$ cat src/rtl/event_encoder8_3.sv
// Eight-line rising-edge event encoder with a pending set, a one-entry
// valid/ready output stage, fixed priority selection and a sticky overflow flag.
module event_encoder8_3 #(
   parameter bit PRIORITY_HIGH = 1'b0
) (
   input  logic       sys_clk,
   input  logic       sys_rst,
   input  logic [7:0] in_evt,
   output logic [2:0] out_code,
   output logic       out_valid,
   input  logic       out_ready,
   output logic [7:0] pending,
   input  logic       ovf_clr,
   output logic       overflow
);

   logic [7:0] r_in_d;
   logic [7:0] r_pending;
   logic       r_valid;
   logic [2:0] r_code;
   logic       r_ovf;

   logic [7:0] w_edge;
   logic       w_free;
   logic       w_any;
   logic       w_load;
   logic [2:0] w_sel;
   logic [7:0] w_clr;
   logic       w_ovf_set;

   assign w_edge = in_evt & ~r_in_d;
   assign w_free = ~r_valid | out_ready;
   assign w_any  = |r_pending;
   assign w_load = w_free & w_any;

   // NOTE: w_sel gets a default before the loop so no path leaves it unassigned (no latch).
   always_comb begin
      w_sel = 3'd0;
      if (PRIORITY_HIGH) begin
         for (int i = 0; i < 8; i++)
            if (r_pending[i]) w_sel = 3'(i);
      end else begin
         for (int i = 7; i >= 0; i--)
            if (r_pending[i]) w_sel = 3'(i);
      end
   end

   // A new edge on the line being loaded re-arms it rather than counting as lost.
   assign w_clr     = w_load ? (8'b1 << w_sel) : 8'h00;
   assign w_ovf_set = |(w_edge & r_pending & ~w_clr);

   // NOTE: all state uses non-blocking assignments so every register samples pre-edge values.
   always_ff @(posedge sys_clk) begin
      if (sys_rst) begin
         r_in_d    <= 8'hFF;
         r_pending <= 8'h00;
         r_valid   <= 1'b0;
         r_code    <= 3'd0;
         r_ovf     <= 1'b0;
      end else begin
         r_in_d    <= in_evt;
         r_pending <= (r_pending & ~w_clr) | w_edge;
         if (w_free) begin
            r_valid <= w_any;
            r_code  <= w_any ? w_sel : 3'd0;
         end
         r_ovf     <= w_ovf_set | (r_ovf & ~ovf_clr);
      end
   end

   assign out_code  = r_code;
   assign out_valid = r_valid;
   assign pending   = r_pending;
   assign overflow  = r_ovf;

endmodule

$ cat config.mk
export PLATFORM = sky130hd
export DESIGN_NAME = event_encoder8_3
export DESIGN_NICKNAME = d
export VERILOG_FILES = /design/src/rtl/event_encoder8_3.sv
export SDC_FILE = /design/constraint.sdc
export NUM_CORES = 1
export LEC_CHECK = 0
export CAP_MARGIN = 15
export CORE_MARGIN = 3
export CORE_UTILIZATION = 35
export CTS_CLUSTER_SIZE = 25
export DETAILED_ROUTE_END_ITERATION = 16
export SKIP_LAST_GASP = 1
export SYNTH_ARGS = -nofsm -noshare
export SYNTH_HDL_FRONTEND = slang
export SYNTH_SLANG_ARGS = --single-unit
$ cat constraint.sdc
create_clock -name sys_clk -period 1.45 [get_ports sys_clk]
set_input_delay 0.3625 -clock sys_clk [delete_from_list [all_inputs] [get_ports sys_clk]]
set_output_delay 0.3625 -clock sys_clk [all_outputs]
set_load 0.01 [all_outputs]
==> report_table.html, run 1 <==
<table>
<tr><th>Metric</th><th>Value</th></tr>
<tr><th colspan="2">Run status</th></tr>
<tr><td>Run status</td><td>finished, violations left</td></tr>
<tr><td>Violated checks</td><td>negative setup slack</td></tr>
<tr><th colspan="2">STA</th></tr>
<tr><td>Fraction of the cycle the final worst path needs</td><td>108%</td></tr>
<tr><td>Pins Over Slew Limit</td><td>0</td></tr>
<tr><td>Minimum hold slack</td><td>463 ps</td></tr>
<tr><td>Worst setup margin</td><td>-115 ps</td></tr>
<tr><td>Post-route minimum period</td><td>1560 ps</td></tr>
<tr><td>Clock skew after layout</td><td>8.12 ps</td></tr>
<tr><td>Relative slew slack</td><td>75.9%</td></tr>
<tr><td>Unrepaired setup endpoints after global routing</td><td>yes</td></tr>
<tr><td>Final Hold Vio Count</td><td>0</td></tr>
<tr><td>Highest Clock Rate</td><td>639 MHz</td></tr>
<tr><td>Worst Max-Slew Pin Slew</td><td>358 ps</td></tr>
<tr><td>Sum Neg Setup Slack</td><td>-181 ps</td></tr>
<tr><td>Setup violations, final</td><td>2</td></tr>
<tr><th colspan="2">Clock tree</th></tr>
<tr><td>Clock transition at the registers of the reported paths</td><td>120 ps</td></tr>
<tr><td>Clock tree from TritonCTS</td><td>done</td></tr>
<tr><td>Buffer type at the clock tree root</td><td>sky130_fd_sc_hd__clkbuf_4</td></tr>
<tr><td>Clk sinks</td><td>21</td></tr>
<tr><td>Skew-Pair Late Insertion Delay</td><td>300 ps</td></tr>
<tr><td>Clock buffer count from CTS</td><td>3</td></tr>
<tr><td>Maximum count of clock buffers along a single path</td><td>2</td></tr>
<tr><td>H-tree levels</td><td>1</td></tr>
<tr><th colspan="2">Finish</th></tr>
<tr><td>Fill cell count</td><td>220</td></tr>
<tr><td>Share of final-layout standard cells stronger than drive strength 1</td><td>34.0%</td></tr>
<tr><td>Net count, final</td><td>154</td></tr>
<tr><td>Final core area utilization</td><td>58.8%</td></tr>
<tr><td>Antenna cell count</td><td>0</td></tr>
<tr><td>Total area of multi-input combinational cells</td><td>480 sq um</td></tr>
<tr><td>Post-Layout Cell Count</td><td>169</td></tr>
<tr><td>Most frequent cells in the layout</td><td>18 x sky130_fd_sc_hd__buf_4, 15 x sky130_fd_sc_hd__dfxtp_1, 12 x sky130_fd_sc_hd__a21oi_1</td></tr>
<tr><td>Post-Layout Inst Area</td><td>1350 sq um</td></tr>
<tr><td>Area taken by flip-flops and latches</td><td>433 sq um</td></tr>
<tr><td>Area Overhead vs Synth</td><td>52.8%</td></tr>
<tr><td>Most common cell after layout, fill and taps aside</td><td>sky130_fd_sc_hd__buf_4</td></tr>
<tr><th colspan="2">Critical path</th></tr>
<tr><td>Cell at the slowest stage of the critical path</td><td>sky130_fd_sc_hd__clkdlybuf4s50_1</td></tr>
<tr><td>Crit path arrival time</td><td>1750 ps</td></tr>
<tr><td>Delay of the slowest cell on the worst path</td><td>530 ps</td></tr>
<tr><td>Endpoint class of the critical path</td><td>flop</td></tr>
<tr><td>Sequence of cells on the critical path</td><td>clkdlybuf4s50_1 -&gt; nand2b_4 -&gt; o21ai_0 -&gt; a221o_1 -&gt; nor3_1 -&gt; a41oi_1</td></tr>
<tr><td>Startpoint class of the critical path</td><td>primary input</td></tr>
<tr><td>Endpoint required time on the critical path</td><td>1630 ps</td></tr>
<tr><td>Critical Path Fanout Max</td><td>3</td></tr>
<tr><td>Kind of critical path</td><td>primary input to flop</td></tr>
<tr><th colspan="2">Logic synthesis</th></tr>
<tr><td>Nets in the synthesized netlist</td><td>111</td></tr>
<tr><td>Primary FF master, synth</td><td>sky130_fd_sc_hd__dfxtp_1</td></tr>
<tr><td>Proportion of register bits with asynchronous set or reset after synthesis</td><td>0%</td></tr>
<tr><td>Number of cells produced by synthesis</td><td>99</td></tr>
<tr><td>Post-synth cell types</td><td>28</td></tr>
<tr><td>Yosys Warn Count</td><td>0</td></tr>
<tr><td>Average cell area after synthesis</td><td>8.92 sq um</td></tr>
<tr><td>Cell area after synthesis</td><td>883 sq um</td></tr>
<tr><td>Post-synthesis sequential area ratio</td><td>47.6%</td></tr>
<tr><td>EDFF count, synth</td><td>0</td></tr>
<tr><td>Flops &amp; latches, synth</td><td>21</td></tr>
<tr><th colspan="2">Placed design</th></tr>
<tr><td>Routability Congestion</td><td>0.874</td></tr>
<tr><td>Worst-case setup slack after placement</td><td>-505 ps</td></tr>
<tr><td>Placement Cell Area</td><td>1290 sq um</td></tr>
<tr><td>I/O Buffers</td><td>24</td></tr>
<tr><td>Number of cells after detailed placement</td><td>166</td></tr>
<tr><td>HPWL reported at the end of detailed placement</td><td>1.62 mm</td></tr>
<tr><th colspan="2">Route</th></tr>
<tr><td>Detailed Routing Iterations Pass 1</td><td>4</td></tr>
<tr><td>Final routed wire length divided by cell count</td><td>12.2 um</td></tr>
<tr><td>Via count normalized by instance count</td><td>4.95</td></tr>
<tr><td>Violation count after the first detailed-routing iteration</td><td>7</td></tr>
<tr><td>Routed via count</td><td>837</td></tr>
<tr><td>Total detailed-routing wirelength</td><td>2.06 mm</td></tr>
<tr><td>Drc violations</td><td>0</td></tr>
<tr><td>Routed Antenna Nets</td><td>0</td></tr>
<tr><th colspan="2">Job</th></tr>
<tr><td>Number of maximum-capacitance constraint violations</td><td>0</td></tr>
<tr><th colspan="2">Global route</th></tr>
<tr><td>Via count of the first global-routing pass</td><td>777</td></tr>
<tr><td>Antenna violations before repair</td><td>0</td></tr>
<tr><td>Global-route wire length before repair</td><td>3.51 mm</td></tr>
<tr><td>Overall routing resource usage</td><td>13.9%</td></tr>
<tr><td>Grt total ovfl</td><td>0</td></tr>
<tr><td>Largest net degree at the start of global routing</td><td>12</td></tr>
<tr><th colspan="2">Floorplan</th></tr>
<tr><td>Number of cell rows</td><td>17</td></tr>
<tr><td>Die Width</td><td>56.2 um</td></tr>
<tr><td>Floorplan Core Area</td><td>2300 sq um</td></tr>
<tr><td>Die Outline Area</td><td>3160 sq um</td></tr>
<tr><td>Die outline height</td><td>56.2 um</td></tr>
<tr><td>Effective utilization at floorplan</td><td>38.5%</td></tr>
<tr><td>I/O Pins</td><td>25</td></tr>
<tr><th colspan="2">Pwr</th></tr>
<tr><td>IR drop worst, VDD</td><td>717 uV</td></tr>
<tr><td>Leakage Power</td><td>0.580 nW</td></tr>
<tr><td>Power Density</td><td>862 nW/um^2</td></tr>
<tr><td>Tot Pwr</td><td>1.16 mW</td></tr>
<tr><th colspan="2">Hold path</th></tr>
<tr><td>Type of the worst min-delay path</td><td>flop to flop</td></tr>
</table>
cell usage after synthesis (2+ instances only):
| cell | count | share of area [%] |
|---|---|---|
| sky130_fd_sc_hd__nor2b_1 | 3 | 2.1 |
| sky130_fd_sc_hd__o21ai_0 | 3 | 1.7 |
| sky130_fd_sc_hd__a21oi_1 | 13 | 7.4 |
| sky130_fd_sc_hd__nor3_1 | 3 | 1.7 |
| sky130_fd_sc_hd__inv_1 | 4 | 1.7 |
| sky130_fd_sc_hd__dfxtp_1 | 21 | 48 |
| sky130_fd_sc_hd__clkbuf_1 | 3 | 1.3 |
| sky130_fd_sc_hd__nand2_1 | 6 | 2.5 |
| sky130_fd_sc_hd__nand3b_1 | 2 | 1.7 |
| sky130_fd_sc_hd__nand2b_1 | 8 | 5.7 |
| sky130_fd_sc_hd__o2111ai_1 | 2 | 2.0 |
| sky130_fd_sc_hd__nor2_1 | 7 | 3.0 |
| sky130_fd_sc_hd__or2_2 | 9 | 6.4 |
registers in the layout (all words and copies together) (netlist names):
name       cells
r_in_d         8
pending        8
out_valid      1
overflow       1
out_code       3
worst max-delay path, delay by kind of cell:
family	cells	cell delay, ps
AND/OR/NAND/NOR	2	320
buffers and inverters	1	530
AO/OA/AOI/OAI	3	530
area by class of cell:
class | count | share of cell area [%]
well taps | 28 | 2.60
flip-flops and latches | 21 | 32.1
repair buffers | 42 | 26.7
inverters | 4 | 1.11
clock buffers | 4 | 1.95
multi-input cells | 70 | 35.6
final timing paths:
kind / start / to / slack [ps] / cells past startpoint
worst min-delay path: out_code[1] / out_code[1] / 460 / 2
worst min register to register: out_code[1] / out_code[1] / 460 / 2
worst max-delay path: out_ready / overflow / -110 / 6
worst max register to register: pending[1] / overflow / -100 / 5
what timing repair did:
action | CTS | global route
hold endpoints to repair | 0 | 0
buffers inserted | 0 | 1
pin swaps | 1 | 3
gates resized for setup | 19 | 12
hold buffers | 0 | 0
setup endpoints to repair | 15 | 9
where the power goes:
| group | leakage (nW) | switching, mW | internal, mW | total [mW] |
|---|---|---|---|---|
| Combinational | 0.389 | 0.113 | 0.142 | 0.255 |
| Clock | 0.0150 | 0.176 | 0.107 | 0.283 |
| Sequential | 0.176 | 0.0182 | 0.608 | 0.626 |
metal layers:
| metal | wire (um) | vias up | track usage [%] |
|---|---|---|---|
| met2 | 999 | 16 | 21.9 |
| met4 | 14 | 0 | 2.37 |
| li1 | - | 427 | - |
| met5 | 0 | - | 0 |
| met1 | 951 | 392 | 18.3 |
| met3 | 94 | 2 | 5.10 |
cells by family after synthesis:
family	share of synthesized area, %
simple gates	30.6
compound gates	17.6
flops	47.6
buf+inv	4.25
(Power assumes the default switching activity.)
==> run 2, diff against run 1 <==
--- a/config.mk
+++ b/config.mk
@@ -10,2 +10,3 @@
 export CORE_UTILIZATION = 35
+export CTS_CLUSTER_DIAMETER = 100
 export CTS_CLUSTER_SIZE = 25
--- a/constraint.sdc
+++ b/constraint.sdc
@@ -3,2 +3,2 @@
 set_output_delay 0.3625 -clock sys_clk [all_outputs]
-set_load 0.01 [all_outputs]
+set_load 0.1 [all_outputs]
==> run 2 against run 1 <==
  * The run now ends clean
  * Register-to-register slack better by 110 ps
  * Final cell count grew 1.8%
  * Wire length rose by 5.0%
  * Maximum frequency rose by 8.5%
  * Hold slack better by 41 ps
  * Power is 21% higher
  * Sequential power rose by 1%
  * Clock power grew 4%
  * Clock skew down 0.71 ps
  * Sequential cell count did not move
  * Utilization grew 8.3 points
  * Global-route usage increased by 0.85 points
==> report_table.html, run 2 (synthesis gave the netlist of run 1 again) <==
<table>
<tr><th>Metric</th><th>Value</th></tr>
<tr><th colspan="2">Job</th></tr>
<tr><td>Number of maximum-capacitance constraint violations</td><td>0</td></tr>
<tr><th colspan="2">Critical path</th></tr>
<tr><td>Startpoint class of the critical path</td><td>flop</td></tr>
<tr><td>Delay of the slowest cell on the worst path</td><td>410 ps</td></tr>
<tr><td>Top cell family by delay on the critical path</td><td>simple AND/OR/NAND/NOR gates</td></tr>
<tr><td>Sequence of cells on the critical path</td><td>or3_4 -&gt; nor3_4 -&gt; nand2_2 -&gt; o2111ai_1 -&gt; a41oi_1</td></tr>
<tr><td>Endpoint required time on the critical path</td><td>1650 ps</td></tr>
<tr><td>Kind of critical path</td><td>flop to flop</td></tr>
<tr><td>Cell at the slowest stage of the critical path</td><td>sky130_fd_sc_hd__or3_4</td></tr>
<tr><td>Endpoint class of the critical path</td><td>flop</td></tr>
<tr><td>Reg-to-reg critical path startpoint</td><td>pending[3]</td></tr>
<tr><td>CP Buf/Inv Count</td><td>0</td></tr>
<tr><td>Crit path arrival time</td><td>1640 ps</td></tr>
<tr><td>Critical Path Fanout Max</td><td>3</td></tr>
<tr><td>Worst setup path start</td><td>pending[3]</td></tr>
<tr><th colspan="2">Finish</th></tr>
<tr><td>Most common cell after layout, fill and taps aside</td><td>sky130_fd_sc_hd__buf_4</td></tr>
<tr><td>Final core area utilization</td><td>67.0%</td></tr>
<tr><td>Fill cell count</td><td>186</td></tr>
<tr><td>Most frequent cells in the layout</td><td>20 x sky130_fd_sc_hd__buf_4, 13 x sky130_fd_sc_hd__a21oi_1, 13 x sky130_fd_sc_hd__buf_12</td></tr>
<tr><td>Post-Layout Inst Area</td><td>1540 sq um</td></tr>
<tr><td>Net count, final</td><td>157</td></tr>
<tr><td>Antenna cell count</td><td>0</td></tr>
<tr><td>Area Overhead vs Synth</td><td>74.4%</td></tr>
<tr><td>Share of final-layout standard cells stronger than drive strength 1</td><td>45.8%</td></tr>
<tr><th colspan="2">STA</th></tr>
<tr><td>Unrepaired setup endpoints after global routing</td><td>yes</td></tr>
<tr><td>Pins Over Slew Limit</td><td>0</td></tr>
<tr><td>Worst setup margin</td><td>8.22 ps</td></tr>
<tr><td>Minimum hold slack</td><td>504 ps</td></tr>
<tr><td>Worst Max-Slew Pin Slew</td><td>294 ps</td></tr>
<tr><td>Final Hold Vio Count</td><td>0</td></tr>
<tr><td>Clock skew after layout</td><td>7.41 ps</td></tr>
<tr><td>Post-route minimum period</td><td>1440 ps</td></tr>
<tr><td>Relative slew slack</td><td>80.2%</td></tr>
<tr><td>Fraction of the cycle the final worst path needs</td><td>99.4%</td></tr>
<tr><td>Highest Clock Rate</td><td>694 MHz</td></tr>
<tr><td>Setup violations, final</td><td>0</td></tr>
<tr><th colspan="2">Clock tree</th></tr>
<tr><td>Clk sinks</td><td>21</td></tr>
<tr><td>Clock buffer count from CTS</td><td>3</td></tr>
<tr><td>Clock transition at the registers of the reported paths</td><td>120 ps</td></tr>
<tr><td>H-tree levels</td><td>1</td></tr>
<tr><td>Buffer type at the clock tree root</td><td>sky130_fd_sc_hd__clkbuf_4</td></tr>
<tr><td>Skew-Pair Late Insertion Delay</td><td>310 ps</td></tr>
<tr><td>Maximum count of clock buffers along a single path</td><td>2</td></tr>
<tr><td>Clock tree from TritonCTS</td><td>done</td></tr>
<tr><th colspan="2">Floorplan</th></tr>
<tr><td>Die Width</td><td>56.2 um</td></tr>
<tr><td>I/O Pins</td><td>25</td></tr>
<tr><td>Die Outline Area</td><td>3160 sq um</td></tr>
<tr><td>Die outline height</td><td>56.2 um</td></tr>
<tr><td>Effective utilization at floorplan</td><td>38.5%</td></tr>
<tr><td>Number of cell rows</td><td>17</td></tr>
<tr><td>Floorplan Core Area</td><td>2300 sq um</td></tr>
<tr><th colspan="2">Route</th></tr>
<tr><td>Final routed wire length divided by cell count</td><td>12.6 um</td></tr>
<tr><td>Routed Antenna Nets</td><td>0</td></tr>
<tr><td>Violation count after the first detailed-routing iteration</td><td>17</td></tr>
<tr><td>Total detailed-routing wirelength</td><td>2.16 mm</td></tr>
<tr><td>Drc violations</td><td>0</td></tr>
<tr><td>Routed via count</td><td>851</td></tr>
<tr><td>Via count normalized by instance count</td><td>4.95</td></tr>
<tr><td>Detailed Routing Iterations Pass 1</td><td>4</td></tr>
<tr><th colspan="2">Global route</th></tr>
<tr><td>Antenna violations before repair</td><td>0</td></tr>
<tr><td>Overall routing resource usage</td><td>14.7%</td></tr>
<tr><td>Largest net degree at the start of global routing</td><td>14</td></tr>
<tr><td>Global-route wire length before repair</td><td>3.66 mm</td></tr>
<tr><td>Via count of the first global-routing pass</td><td>829</td></tr>
<tr><td>Grt total ovfl</td><td>0</td></tr>
<tr><th colspan="2">Pwr</th></tr>
<tr><td>Leakage Power</td><td>0.607 nW</td></tr>
<tr><td>IR drop worst, VDD</td><td>761 uV</td></tr>
<tr><td>Tot Pwr</td><td>1.41 mW</td></tr>
<tr><td>Power Density</td><td>914 nW/um^2</td></tr>
<tr><th colspan="2">Placed design</th></tr>
<tr><td>Placement Cell Area</td><td>1440 sq um</td></tr>
<tr><td>Worst-case setup slack after placement</td><td>-467 ps</td></tr>
<tr><td>Routability Congestion</td><td>0.853</td></tr>
<tr><td>I/O Buffers</td><td>24</td></tr>
<tr><td>HPWL reported at the end of detailed placement</td><td>1.66 mm</td></tr>
<tr><th colspan="2">Hold path</th></tr>
<tr><td>Type of the worst min-delay path</td><td>flop to flop</td></tr>
<tr><td>Startpoint of the most critical hold path</td><td>out_code[1]</td></tr>
<tr><th colspan="2">Run status</th></tr>
<tr><td>Run status</td><td>complete, no violations</td></tr>
</table>
## run 2: cell types whose count changed in the layout (fill, tap and decap cells not counted), moves of 2 or more
cell                            change
sky130_fd_sc_hd__buf_12            +13
sky130_fd_sc_hd__buf_4              +2
sky130_fd_sc_hd__dfxtp_1            -3
sky130_fd_sc_hd__dfxtp_4            +4
sky130_fd_sc_hd__dlygate4sd2_1      -9
## run 2: worst reg2reg max path: cells and delay by family (launching register included)
family             cells  cell delay, ps
AOI/OAI and AO/OA      2             320
DFF                    1             360
and+or+nand+nor        3             650
## run 2: layout make-up
| class | count | area (sq um) | share of cell area (%) |
|---|---|---|---|
| repair buffers | 45 | 531 | 34.4 |
| multi-input cells | 70 | 484 | 31.4 |
| flip-flops and latches | 21 | 447 | 29.0 |
| well taps | 28 | 35.0 | 2.27 |
| clock buffers | 3 | 22.5 | 1.46 |
| inverters | 4 | 15.0 | 0.975 |
| clock inverters | 1 | 6.26 | 0.406 |
## run 2: final timing paths
path / to / slack, ps / depth (start not counted)
setup / recovery: overflow / 8 / 5
hold / removal: out_code[1] / 500 / 2
setup reg to reg: overflow / 8 / 5
hold reg to reg: out_code[1] / 500 / 2
## run 2: metal layers
metal  share of wire (%)  wire (um)  up-vias  track usage [%]
li1                    -          -      434                -
met1                  44        948      395             17.7
met2                  50       1080       20             24.2
met3                 5.5        119        2             5.80
met4                0.60         13        0             4.07
met5                   0          0        -                0
## run 2: metrics by stage
stage          setup TNS, ps  instances
2_1_floorplan           -219         99
5_1_grt                 -290        172
4_1_cts                    0        171
3_5_place_dp           -2530        166
3_3_place_gp           -2330        166
6_report                   0        172
## run 2: timing repair
action                                  in CTS  in global routing
buffers inserted                             2                  1
endpoints found under the setup margin       2                  5
hold buffers                                 0                  0
gates resized for setup                      6                  5
pin swaps                                    3                  0
## run 2: where the power goes
part	internal, mW	switching, mW
Sequential	0.605	0.0299
Combinational	0.220	0.259
Clock	0.107	0.187
Total	0.932	0.476
==> run 3, diff against run 2 <==
Settings changed: CTS_CLUSTER_SIZE 25 to 12.
Clock period 1.45 ns to 1.7 ns, I/O delays scaled along.
==> run 3 against run 2 <==
  * Die area stayed put
  * Cell area decreased by 9.4%
  * Utilization fell by 6.3 points
  * Sequential power decreased by 13%
  * Wire length shrank 9.0%
  * Clock power down 21%
  * First-iteration DRC count shrank 12%
  * Worst setup slack gained 90 ps
  * Critical endpoint unchanged
==> report_table.html, run 3 (synthesis gave the netlist of run 1 again) <==
<table>
<tr><th>Metric</th><th>Value</th></tr>
<tr><th colspan="2">Clock tree</th></tr>
<tr><td>Buffer type at the clock tree root</td><td>sky130_fd_sc_hd__clkbuf_4</td></tr>
<tr><td>Skew-Pair Late Insertion Delay</td><td>300 ps</td></tr>
<tr><td>Clock transition at the registers of the reported paths</td><td>110 ps</td></tr>
<tr><td>Post-CTS setup buffers</td><td>0</td></tr>
<tr><td>H-tree levels</td><td>1</td></tr>
<tr><td>Maximum count of clock buffers along a single path</td><td>2</td></tr>
<tr><td>Clock tree from TritonCTS</td><td>done</td></tr>
<tr><td>Clock buffer count from CTS</td><td>3</td></tr>
<tr><td>Clk sinks</td><td>21</td></tr>
<tr><th colspan="2">Critical path</th></tr>
<tr><td>Top cell family by delay on the critical path</td><td>buffers and inverters</td></tr>
<tr><td>CP Buf/Inv Count</td><td>2</td></tr>
<tr><td>Reg2Reg Setup Slack</td><td>130 ps</td></tr>
<tr><td>Endpoint class of the critical path</td><td>flop</td></tr>
<tr><td>Crit path arrival time</td><td>1790 ps</td></tr>
<tr><td>Cell at the slowest stage of the critical path</td><td>sky130_fd_sc_hd__clkdlybuf4s50_1</td></tr>
<tr><td>Endpoint of the lowest-slack register-to-register path</td><td>pending[5]</td></tr>
<tr><td>Startpoint class of the critical path</td><td>primary input</td></tr>
<tr><td>Kind of critical path</td><td>primary input to flop</td></tr>
<tr><td>Sequence of cells on the critical path</td><td>clkdlybuf4s50_1 -&gt; nor2b_4 -&gt; o41ai_1 -&gt; buf_4 -&gt; nor2_1 -&gt; nor3_2 -&gt; a41oi_1</td></tr>
<tr><td>Endpoint required time on the critical path</td><td>1890 ps</td></tr>
<tr><td>Delay of the slowest cell on the worst path</td><td>530 ps</td></tr>
<tr><td>Reg-to-reg critical path startpoint</td><td>pending[2]</td></tr>
<tr><td>Critical Path Fanout Max</td><td>5</td></tr>
<tr><td>Worst reg2reg path depth</td><td>5</td></tr>
<tr><th colspan="2">Pwr</th></tr>
<tr><td>Part of the power in the clock network</td><td>20.5%</td></tr>
<tr><td>Power Density</td><td>809 nW/um^2</td></tr>
<tr><td>Power share of the combinational group</td><td>30.5%</td></tr>
<tr><td>Sequential share of power</td><td>49.0%</td></tr>
<tr><td>Internal power contribution</td><td>755 uW</td></tr>
<tr><td>IR drop worst, VDD</td><td>578 uV</td></tr>
<tr><td>Switching share of total power</td><td>33.2%</td></tr>
<tr><td>Tot Pwr</td><td>1.13 mW</td></tr>
<tr><td>Psw</td><td>374 uW</td></tr>
<tr><td>Leakage Power</td><td>0.516 nW</td></tr>
<tr><th colspan="2">Route</th></tr>
<tr><td>Routed via count</td><td>776</td></tr>
<tr><td>Detailed Routing Iterations Pass 1</td><td>4</td></tr>
<tr><td>Total detailed-routing wirelength</td><td>1.97 mm</td></tr>
<tr><td>Violation count after the first detailed-routing iteration</td><td>15</td></tr>
<tr><td>Routed Antenna Nets</td><td>0</td></tr>
<tr><td>Final routed wire length divided by cell count</td><td>12.6 um</td></tr>
<tr><td>Via count normalized by instance count</td><td>4.97</td></tr>
<tr><td>Drc violations</td><td>0</td></tr>
<tr><th colspan="2">Global route</th></tr>
<tr><td>Overall routing resource usage</td><td>13.0%</td></tr>
<tr><td>Antenna violations before repair</td><td>0</td></tr>
<tr><td>Via count of the first global-routing pass</td><td>775</td></tr>
<tr><td>Largest net degree at the start of global routing</td><td>22</td></tr>
<tr><td>Global-route wire length before repair</td><td>3.37 mm</td></tr>
<tr><td>Grt total ovfl</td><td>0</td></tr>
<tr><th colspan="2">Floorplan</th></tr>
<tr><td>Effective utilization at floorplan</td><td>38.5%</td></tr>
<tr><td>I/O Pins</td><td>25</td></tr>
<tr><td>Die Width</td><td>56.2 um</td></tr>
<tr><td>Floorplan Core Area</td><td>2300 sq um</td></tr>
<tr><td>Number of cell rows</td><td>17</td></tr>
<tr><td>Die outline height</td><td>56.2 um</td></tr>
<tr><td>Die Outline Area</td><td>3160 sq um</td></tr>
<tr><th colspan="2">STA</th></tr>
<tr><td>Worst setup margin</td><td>98.4 ps</td></tr>
<tr><td>Fraction of the cycle the final worst path needs</td><td>94.2%</td></tr>
<tr><td>Pins Over Slew Limit</td><td>0</td></tr>
<tr><td>Clock skew after layout</td><td>6.39 ps</td></tr>
<tr><td>Sum Neg Setup Slack</td><td>0 ps</td></tr>
<tr><td>Relative slew slack</td><td>65.6%</td></tr>
<tr><td>Post-route minimum period</td><td>1600 ps</td></tr>
<tr><td>Setup violations, final</td><td>0</td></tr>
<tr><td>Final Hold Vio Count</td><td>0</td></tr>
<tr><td>Unrepaired setup endpoints after global routing</td><td>no</td></tr>
<tr><td>Minimum hold slack</td><td>503 ps</td></tr>
<tr><td>Worst Max-Slew Pin Slew</td><td>511 ps</td></tr>
<tr><td>Highest Clock Rate</td><td>624 MHz</td></tr>
<tr><th colspan="2">Placed design</th></tr>
<tr><td>Placement Cell Area</td><td>1330 sq um</td></tr>
<tr><td>I/O Buffers</td><td>24</td></tr>
<tr><td>Routability Congestion</td><td>0.779</td></tr>
<tr><td>Number of cells after detailed placement</td><td>152</td></tr>
<tr><td>HPWL reported at the end of detailed placement</td><td>1.48 mm</td></tr>
<tr><td>Worst-case setup slack after placement</td><td>-260 ps</td></tr>
<tr><th colspan="2">Finish</th></tr>
<tr><td>Most common cell after layout, fill and taps aside</td><td>sky130_fd_sc_hd__buf_12</td></tr>
<tr><td>Post-Layout Cell Count</td><td>156</td></tr>
<tr><td>Net count, final</td><td>141</td></tr>
<tr><td>Final core area utilization</td><td>60.7%</td></tr>
<tr><td>Area Overhead vs Synth</td><td>57.9%</td></tr>
<tr><td>Post-Layout Inst Area</td><td>1400 sq um</td></tr>
<tr><td>Most frequent cells in the layout</td><td>14 x sky130_fd_sc_hd__buf_12, 13 x sky130_fd_sc_hd__a21oi_1, 12 x sky130_fd_sc_hd__dfxtp_1</td></tr>
<tr><td>Share of final-layout standard cells stronger than drive strength 1</td><td>37.5%</td></tr>
<tr><td>Antenna cell count</td><td>0</td></tr>
<tr><th colspan="2">Hold path</th></tr>
<tr><td>Endpoint with the worst hold slack</td><td>out_code[1]</td></tr>
<tr><td>Type of the worst min-delay path</td><td>flop to flop</td></tr>
<tr><td>Depth of the worst hold-timing path</td><td>2</td></tr>
<tr><td>Startpoint of the most critical hold path</td><td>out_code[1]</td></tr>
<tr><th colspan="2">Job</th></tr>
<tr><td>Number of maximum-capacitance constraint violations</td><td>0</td></tr>
<tr><th colspan="2">Run status</th></tr>
<tr><td>Run status</td><td>complete, no violations</td></tr>
</table>
## run 3: power by group through the flow
stage,clock (mW),sequential [mW],combinational [mW]
after floorplan,0,0.675,0.0848
after global placement,0,0.562,0.330
after detailed placement,0,0.562,0.333
after CTS,0.250,0.552,0.334
after global routing,0.267,0.558,0.361
final,0.231,0.554,0.344
## run 3: worst max path at each step
| stage | startpoint | end | slack [ps] | cells past startpoint |
|---|---|---|---|---|
| after floorplan | pending[2] | pending[5] | 7 | 5 |
| after global placement | out_ready | overflow | -200 | 6 |
| after detailed placement | out_ready | overflow | -260 | 6 |
| after CTS | out_ready | overflow | 60 | 6 |
| after global routing | out_ready | overflow | 30 | 7 |
| final | out_ready | overflow | 100 | 7 |
## run 3: timing repair
item / 4_1_cts / 5_1_grt
gates resized for setup: 0 / 7
hold buffers: 0 / 0
hold endpoints to repair: 0 / 0
endpoints found under the setup margin: 0 / 3
## run 3: area by class of cell
cell class              instances  area (sq um)
flip-flops and latches         21           432
inverters                       4          15.0
clock inverters                 1          5.00
repair buffers                 29           420
fillers                       217           902
multi-input cells              70           465
well taps                      28          35.0
clock buffers                   3          22.5
## run 3: per-layer routing
| layer | wire length, um | up-vias | GRT usage (%) |
|---|---|---|---|
| met2 | 959 | 13 | 22.0 |
| met5 | 0 | - | 0 |
| li1 | - | 403 | - |
| met3 | 100 | 2 | 5.34 |
| met1 | 893 | 358 | 15.3 |
| met4 | 14 | 0 | 3.05 |
## run 3: worst reg2reg max path, cell delays in order (launching register included)
cell and delay [ps]:
sky130_fd_sc_hd__dfxtp_2 380, sky130_fd_sc_hd__or3_4 430, sky130_fd_sc_hd__nor4_4 260, sky130_fd_sc_hd__o2111ai_2 180
sky130_fd_sc_hd__a21oi_1 170, sky130_fd_sc_hd__nor2_1 50
